**config.mk**
```make
export PLATFORM = sky130hd
export DESIGN_NAME = vga_sync_rx
export DESIGN_NICKNAME = d
export VERILOG_FILES = /design/src/rtl/vga_sync_rx.sv
export SDC_FILE = /design/constraint.sdc
export NUM_CORES = 1
export LEC_CHECK = 0
export CAP_MARGIN = 20
export CORE_MARGIN = 2
export CORE_UTILIZATION = 50
export CTS_CLUSTER_SIZE = 40
export DETAILED_ROUTE_END_ITERATION = 6
export PLACE_DENSITY = 0.75
export SYNTH_ARGS = -nofsm -noshare
export SYNTH_HDL_FRONTEND = slang
export SYNTH_SLANG_ARGS = --single-unit
```
**constraint.sdc**
```tcl
create_clock -name clk_i -period 2.6 [get_ports clk_i]
set_input_delay 0.26 -clock clk_i [delete_from_list [all_inputs] [get_ports clk_i]]
set_output_delay 0.26 -clock clk_i [all_outputs]
set_load 0.01 [all_outputs]
```
**src/rtl/vga_sync_rx.sv**
```systemverilog
// vga_sync_rx: receive side of the VGA sync interface.
//
// Monitors hsync/vsync (already in the clk domain) and recovers the pixel column and row, plus
// a visible flag. Line and frame lengths are checked against the expected timing. After the
// configured number of consecutive good frames the block reports lock.
//
// Ports:
//   clk_i          pixel clock
//   rst_ni         asynchronous reset, active-low
//   hsync_i        horizontal sync, polarity set by SYNC_ACTIVE_LOW
//   vsync_i        vertical sync, polarity set by SYNC_ACTIVE_LOW
//   locked_o       timing has matched the parameters for LOCK_FRAMES frames
//   visible_o      recovered pixel is in the active area (registered)
//   column_o       recovered column, 0 when not visible (registered)
//   row_o          recovered row, 0 when not visible (registered)
//   frame_start_o  1-clk pulse on a vsync leading edge while locked (registered)
//   err_count_o    timing errors seen in CHECK/LOCKED, saturating at 255
module vga_sync_rx #(
  parameter int unsigned H_WHOLE_LINE     = 800,
  parameter int unsigned H_VISIBLE        = 640,
  parameter int unsigned H_SYNC_TO_ACTIVE = 144,
  parameter int unsigned V_WHOLE_FRAME    = 525,
  parameter int unsigned V_VISIBLE        = 480,
  parameter int unsigned V_SYNC_TO_ACTIVE = 35,
  parameter bit          SYNC_ACTIVE_LOW  = 1'b1,
  parameter int unsigned LOCK_FRAMES      = 2
) (
  input  logic                              clk_i,
  input  logic                              rst_ni,
  input  logic                              hsync_i,
  input  logic                              vsync_i,
  output logic                              locked_o,
  output logic                              visible_o,
  output logic [$clog2(H_WHOLE_LINE)-1:0]   column_o,
  output logic [$clog2(V_WHOLE_FRAME)-1:0]  row_o,
  output logic                              frame_start_o,
  output logic [7:0]                        err_count_o
);

  // Counters need one extra code so they can park at the whole-line/frame value on overflow.
  localparam int unsigned HCW = $clog2(H_WHOLE_LINE + 1);
  localparam int unsigned VCW = $clog2(V_WHOLE_FRAME + 1);
  localparam int unsigned CW  = $clog2(H_WHOLE_LINE);
  localparam int unsigned RW  = $clog2(V_WHOLE_FRAME);
  localparam int unsigned GW  = $clog2(LOCK_FRAMES + 1);

  localparam logic [HCW-1:0] HMax   = HCW'(H_WHOLE_LINE);
  localparam logic [HCW-1:0] HLast  = HCW'(H_WHOLE_LINE - 1);
  localparam logic [HCW-1:0] HActLo = HCW'(H_SYNC_TO_ACTIVE);
  localparam logic [HCW-1:0] HActHi = HCW'(H_SYNC_TO_ACTIVE + H_VISIBLE);
  localparam logic [VCW-1:0] VMax   = VCW'(V_WHOLE_FRAME);
  localparam logic [VCW-1:0] VLast  = VCW'(V_WHOLE_FRAME - 1);
  localparam logic [VCW-1:0] VActLo = VCW'(V_SYNC_TO_ACTIVE);
  localparam logic [VCW-1:0] VActHi = VCW'(V_SYNC_TO_ACTIVE + V_VISIBLE);
  localparam logic [GW-1:0]  GoodTarget = GW'(LOCK_FRAMES);

  typedef enum logic [1:0] {StSearch, StCheck, StLocked} state_e;

  // Input stage: syncs registered once and normalised to active-high.
  logic hs_q, hs_prev_q, vs_q, vs_prev_q;
  logic hs_edge, vs_edge;

  always_ff @(posedge clk_i or negedge rst_ni) begin
    if (!rst_ni) begin
      hs_q      <= 1'b0;
      vs_q      <= 1'b0;
      hs_prev_q <= 1'b0;
      vs_prev_q <= 1'b0;
    end else begin
      hs_q      <= hsync_i ^ SYNC_ACTIVE_LOW;
      vs_q      <= vsync_i ^ SYNC_ACTIVE_LOW;
      hs_prev_q <= hs_q;
      vs_prev_q <= vs_q;
    end
  end

  assign hs_edge = hs_q & ~hs_prev_q;
  assign vs_edge = vs_q & ~vs_prev_q;

  logic [HCW-1:0] h_count_q, h_count_d;
  logic [VCW-1:0] v_count_q, v_count_d;
  logic           line_err, frame_err, err;
  state_e         state_q, state_d;
  logic [GW-1:0]  good_q, good_d;
  logic [7:0]     err_count_q, err_count_d;
  logic           visible_q, visible_d;
  logic [CW-1:0]  column_q, column_d;
  logic [RW-1:0]  row_q, row_d;
  logic           frame_start_q, frame_start_d;

  // h_count_d is the coordinate of the pixel currently in the input register, so the output
  // register adds only one further clock of latency.
  always_comb begin
    line_err  = 1'b0;
    h_count_d = h_count_q;
    if (hs_edge) begin
      h_count_d = '0;
      line_err  = (h_count_q != HLast);
    end else if (h_count_q != HMax) begin
      h_count_d = h_count_q + HCW'(1);
      line_err  = (h_count_q == HLast);
    end
  end

  // A vsync edge wins over a simultaneous hsync edge.
  always_comb begin
    frame_err = 1'b0;
    v_count_d = v_count_q;
    if (vs_edge) begin
      v_count_d = '0;
      frame_err = (v_count_q != VLast);
    end else if (hs_edge && (v_count_q != VMax)) begin
      v_count_d = v_count_q + VCW'(1);
      frame_err = (v_count_q == VLast);
    end
  end

  assign err = line_err | frame_err;

  always_comb begin
    state_d = state_q;
    good_d  = good_q;
    unique case (state_q)
      StSearch: begin
        if (vs_edge) begin
          state_d = StCheck;
          good_d  = '0;
        end
      end
      StCheck: begin
        if (err) begin
          state_d = StSearch;
        end else if (vs_edge) begin
          good_d = good_q + GW'(1);
          if (good_d == GoodTarget) state_d = StLocked;
        end
      end
      StLocked: begin
        if (err) state_d = StSearch;
      end
      default: state_d = StSearch;
    endcase
  end

  always_comb begin
    err_count_d = err_count_q;
    if (err && (state_q != StSearch) && (err_count_q != 8'hff)) begin
      err_count_d = err_count_q + 8'd1;
    end
  end

  // Outputs use the next lock state so visible/frame_start never lead or trail locked_o.
  always_comb begin
    visible_d = (state_d == StLocked) &&
                (h_count_d >= HActLo) && (h_count_d < HActHi) &&
                (v_count_d >= VActLo) && (v_count_d < VActHi);
    column_d      = visible_d ? CW'(h_count_d - HActLo) : '0;
    row_d         = visible_d ? RW'(v_count_d - VActLo) : '0;
    frame_start_d = vs_edge && (state_d == StLocked);
  end

  always_ff @(posedge clk_i or negedge rst_ni) begin
    if (!rst_ni) begin
      h_count_q     <= '0;
      v_count_q     <= '0;
      state_q       <= StSearch;
      good_q        <= '0;
      err_count_q   <= '0;
      visible_q     <= 1'b0;
      column_q      <= '0;
      row_q         <= '0;
      frame_start_q <= 1'b0;
    end else begin
      h_count_q     <= h_count_d;
      v_count_q     <= v_count_d;
      state_q       <= state_d;
      good_q        <= good_d;
      err_count_q   <= err_count_d;
      visible_q     <= visible_d;
      column_q      <= column_d;
      row_q         <= row_d;
      frame_start_q <= frame_start_d;
    end
  end

  assign locked_o      = (state_q == StLocked);
  assign visible_o     = visible_q;
  assign column_o      = column_q;
  assign row_o         = row_q;
  assign frame_start_o = frame_start_q;
  assign err_count_o   = err_count_q;

endmodule

```
### After elaboration in Yosys (flattened, before gate mapping)

Cells that the tools add are included.
W data, S select, Z words.

* register bits after elaboration: 58
* bits of input ports: 4
* output and inout port bits: 31
* word-level logic and storage cells: 76

* add/sub/neg operators: 6
* $lt $le $gt $ge: 4
* equal/unequal tests: 14
* multiplexer cells: 20
* bitwise logic cells: 7
* reductions and logical operators: 12

Operators by type and width (number)
* $mux W10: 6
* $ne A10 B10 Y1 const B: 4
* $add A10 B1 Y10 const B: 2
* $eq A10 B10 Y1 const B: 2
* $lt A10 B10 Y1 const B: 2
* $mux W2: 8
* $ge A10 B6 Y1 const B: 1
* $ge A10 B8 Y1 const B: 1
* $sub A10 B6 Y10 const B: 1
* $sub A10 B8 Y10 const B: 1
* $add A8 B1 Y8 const B: 1
* $logic_and A1 B1 Y1: 8
* $ne A8 B8 Y1 const B: 1
* $eq A2 B2 Y1 const B: 3
* $ne A2 B2 Y1 const B: 3
* $pmux W2 S3: 1
* $mux W1: 4
* $not A1 Y1: 4
* $pmux W2 S2: 1
* $reduce_and A4 Y1: 1
* $reduce_bool A2 Y1: 2
* $add A2 B1 Y2 const B: 1
* $and A1 B1 Y1: 2
* $eq A2 B1 Y1 const B: 1
* 2 further kinds: 2

### Logic depth before layout (Yosys ltp)

* word-level depth: 14
* mapped depth: 13

### Worst setup path after synthesis

OpenSTA, ideal clock, no wires.

* path type: flip-flop to flip-flop
* start: reg v_count_q[4]
* end: reg column_q[2] (netlist: column_o[2])
* library setup time: 0.086 ns
* arrival: 2.826 ns
* slack: -0.312 ns
* stages on the path, launching flop included: 12
* path buffers: 1
* clock period less this slack: 2.912 ns
* path through: dfrtp_1 or4_4 nor2_1 a21oi_1 xnor2_1 nor2_1 ha_1 or3_1 o41ai_1 nand4_1 buf_6 nor3_1

* elaborated cells on any way between the ends: 21

RTL lines
* start: declaration: line 81 `logic [VCW-1:0] v_count_q, v_count_d;`
* start signal: assignment: line 175 `v_count_q <= v_count_d;`
* $ne A10 B10 Y1 (*): line 112 `end else if (hs_edge && (v_count_q != VMax)) begin`
* $logic_and A1 B1 Y1 (*): line 112
* $mux W10 (*): line 112
* $mux W10 (*): line 109 `if (vs_edge) begin`
* via v_count_d[0]: line 81
* $ge A10 B6 Y1: line 156 `(v_count_d >= VActLo) && (v_count_d < VActHi);`
* $logic_and A1 B1 Y1: line 155 `(h_count_d >= HActLo) && (h_count_d < HActHi) &&`
* $logic_and A1 B1 Y1 (*): line 156
* $mux W10 (*): line 157 `column_d = visible_d ? CW'(h_count_d - HActLo) : '0;`
* via column_d[2]: line 87 `logic [CW-1:0] column_q, column_d;`
* end signal: assignment: line 180 `column_q <= column_d;`
* end: declaration: line 87

The timed path passes the listed nets; every way through them passes the cells marked *.
A chain may end at the register's enable or synchronous reset.

### Final worst setup path

* start: reg v_count_q[6]
* end: reg row_q[9] (netlist: row_o[9])

* elaborated cells on any way between the ends: 22

RTL lines
* $ne A10 B10 Y1 (*): line 112
* $logic_and A1 B1 Y1 (*): line 112
* $mux W10 (*): line 112
* $mux W10 (*): line 109
* via v_count_d[0]: line 81
* $ge A10 B6 Y1: line 156
* $logic_and A1 B1 Y1: line 155
* $logic_and A1 B1 Y1: line 156
* $mux W10 (*): line 158 `row_d = visible_d ? RW'(v_count_d - VActLo) : '0;`
* via row_d[9]: line 88 `logic [RW-1:0] row_q, row_d;`
* end signal: assignment: line 181 `row_q <= row_d;`
* end: declaration: line 88

Marks and branches as above.

==> impl_results.md <==
* Worst setup SP type: flip-flop
* Simple-gate share of the synthesized area at 20.0%
* Pleak at 1.86 nW
* Main combinational cell family by area after synthesis: simple AND/OR/NAND/NOR gates
* Compound-Gate Fraction of Synth Area at 11.8%
* XOR/XNOR share of the synthesized area at 8.34%
* Crit-path most repeated cell: nor2_2
* CTS root buf: clkbuf_8
* Dpl cells at 440
* Period utilization at 109%
* Max-cap violations at 0
* GPL Wtd Cong at 0.848
* HPWL after DPL at 4.93 mm
* Pwr dens at 608 nW/um^2
* Number of global-route vias before repair at 2,640
* Min-delay worst type: in -> async
* Critical Path Max Stage Delay at 0.57 ns
* EDFF count, synth at 0
* Worst-Margin Slew at 0.765 ns
* Synth Instances at 293
* Worst hold slack at -0.0133 ns
* Critical Path AT at 3.10 ns
* # H-tree levels at 3
* Syn nets at 307
* Status: complete, but fails checks
* Proportion of synthesized area in mux cells at 1.79%
* Cts bufs inserted at 9
* Synth cell types at 49
* Ys async rst share at 100%
* FF-to-FF path depth at 12
* Die Area at 6510 sq um
* Synth Cell Area at 2940 sq um
* Clk_lat worst skew at 0.34 ns
* Max transition margin at 49.0%
* Synth-to-Final Area Change at 36.9%
* Row count at 27
* Post-DP Area at 3710 sq um
* GRT Overall Usage at 25.0%
* Setup crit end kind: flip-flop
* Vias per inst at 5.49
* Place WS at -0.155 ns
* Ys flop type: dfrtp_1
* Pin count of the biggest net entering global routing at 35
* First-pass GRT wire length at 12.2 mm
* DRT Wirelength at 7.03 mm
* Initial DRT Pass Iterations at 4
* # IOs at 35
* Cell count along the critical path at 12
* CTS sink count at 58
* Yosys reg bits at 58
* Final #Nets at 398
* # diodes at 0
* Syn_area_per_cell at 10.0 sq um
* CTS tree: done
* Slowest CP cell: or4_4
* Buffers & Inverters on Critical Path at 2
* Worst path cell trace: or4_4 > nor2_4 > a21oi_4 > xnor2_2 > nor2_2 > ha_2 > or3_4 > o41ai_2 > nand4_1 > buf_6 > buf_8 > nor2_2
* Final Worst Setup Slack at -0.230 ns
* Die W at 80.7 um
* Most frequent cells in the layout: 57 x dfrtp_1, 50 x buf_4, 33 x clkdlybuf4s50_1
* Clk slew on worst S/H paths at 0.07 ns
* Commonest non-fill, non-tap cell in the layout: dfrtp_1
* VDD IR max at 0.474 mV
* Syn. warnings at 0
* Hold Vio Cnt, Final at 27
* DRT iter0 DRCs at 179
* Sequential area share after synthesis at 49.4%
* DRC viols at 0
* Endpoints failing setup at 21
* Core area at 5610 sq um
* Setup CP Type: reg -> reg
* Violated checks: negative hold slack, negative setup slack
* Layout cells sized above 1 at 25.2%
* Total power at 2.45 mW
* Slew Limit Fails at 0
* Layout Skew at 0.00723 ns
* Required time worst endpoint at 2.87 ns
* RSZ-0062 raised after global routing: true
* CP max FO at 5
* Vias at 2,533
* Drt wl/cell at 15.3 um
* Die height at 80.7 um
* Final antenna-violating net count at 0
* Initial Util at 52.4%
* Final critical-path required period at 2.83 ns
* PortBufs at 34
* Design area at 4030 sq um
* Post-Synth Adder-Cell Area at 4.26%
* Worst-case clock buffer depth at 2
* Antenna violations before repair at 0
* Non-filler cells, final at 461
* Top delay family on crit path: simple AND/OR/NAND/NOR gates
* Grt total ovfl at 0
* Fmax at 0.353 GHz
## cell type report
type	instances	area [sq um]
clock buffer	10	128
clock inverter	6	57.6
fill	434	1580
inverter	22	82.6
multi-input combinational	205	1450
sequential	58	1450
tap	72	90.1
timing repair buffer	88	763
## final timing paths
check	slack [ns]	start	endpoint
max	-0.23	v_count_q[6]$_DFF_PN0_	row_o[9]$_DFF_PN0_
min	-0.01	rst_ni	vs_q$_DFF_PN0_
max reg2reg	-0.23	v_count_q[6]$_DFF_PN0_	row_o[9]$_DFF_PN0_
min reg2reg	0.40	vs_q$_DFF_PN0_	vs_prev_q$_DFF_PN0_
max in group asynchronous	1.93	rst_ni	h_count_q[1]$_DFF_PN0_
min in group clk_i	0.40	vs_q$_DFF_PN0_	vs_prev_q$_DFF_PN0_
## layer usage
layer / global-route usage (%) / up-vias / routed length [um]
met1: 33.1 / 1252 / 3240
li1: - / 1216 / -
met5: 0 / - / 0
met2: 40.0 / 53 / 3430
met3: 6.18 / 12 / 243
met4: 8.64 / 0 / 118
## where the power goes
group | internal, mW | leakage [nW] | switching [mW]
sequential | 0.986 | 0.783 | 0.113
clock | 0.435 | 0.0958 | 0.369
combinational | 0.278 | 0.980 | 0.266
total | 1.70 | 1.86 | 0.747
## flip-flops by register name, summed over array words and instances, names as in the netlist
register       count
column_o          10
err_count_o        8
frame_start_o      1
good_q             2
h_count_q         10
hs_prev_q          1
hs_q               1
row_o             10
state_q            2
v_count_q         10
visible_o          1
vs_prev_q          1
vs_q               1
## what timing repair did
item,4_1_cts,5_1_grt
hold buffers,0,0
endpoints found under the setup margin,21,22
gates resized for setup,16,13
pin swaps,4,4
buffers inserted,4,1
gates cloned,1,0
## synthesized netlist by cell type, drive strengths merged, types with 2 or more instances
| cell | n | share of area (%) |
|---|---|---|
| mux2i | 3 | 1.0 |
| o31ai | 4 | 1.0 |
| mux2 | 2 | 0.77 |
| and2 | 2 | 0.43 |
| o21ai | 9 | 1.5 |
| nand3 | 9 | 1.5 |
| ha | 10 | 4.3 |
| nand3b | 2 | 0.51 |
| or3 | 12 | 2.6 |
| buf | 3 | 1.0 |
| nand4bb | 2 | 0.77 |
| or4 | 5 | 1.4 |
| inv | 22 | 2.8 |
| nor4 | 6 | 1.3 |
| dfrtp | 58 | 49 |
| nand2 | 15 | 1.9 |
| o311ai | 3 | 0.89 |
| nand2b | 3 | 0.64 |
| nor3 | 6 | 1.0 |
| a211oi | 2 | 0.51 |
| o211ai | 2 | 0.68 |
| a21oi | 14 | 2.4 |
| nor2 | 35 | 4.5 |
| o211a | 2 | 0.68 |
| nand4 | 6 | 1.3 |
| xor2 | 7 | 2.1 |
| clkbuf | 5 | 0.64 |
| xnor2 | 21 | 6.3 |
| nor2b | 5 | 1.1 |
| a41o | 3 | 1.0 |
## through the flow
step	util, %	setup TNS [ns]
3_3_place_gp	66.2	-0.538
2_1_floorplan	-	-0.800
5_1_grt	71.8	-5.33
3_5_place_dp	66.2	-2.09
4_1_cts	71.0	-2.21
6_report	71.8	-3.66
## cells by family (layout without fill, tap and decap cells)
family | Yosys count | after routing
compound gates | 50 | 50
buf+inv | 30 | 126
xor+xnor | 28 | 28
simple gates | 112 | 112
flops | 58 | 58
mux | 5 | 5
fa+ha+maj | 10 | 10
Note: power is estimated with default switching activity, not from simulation.
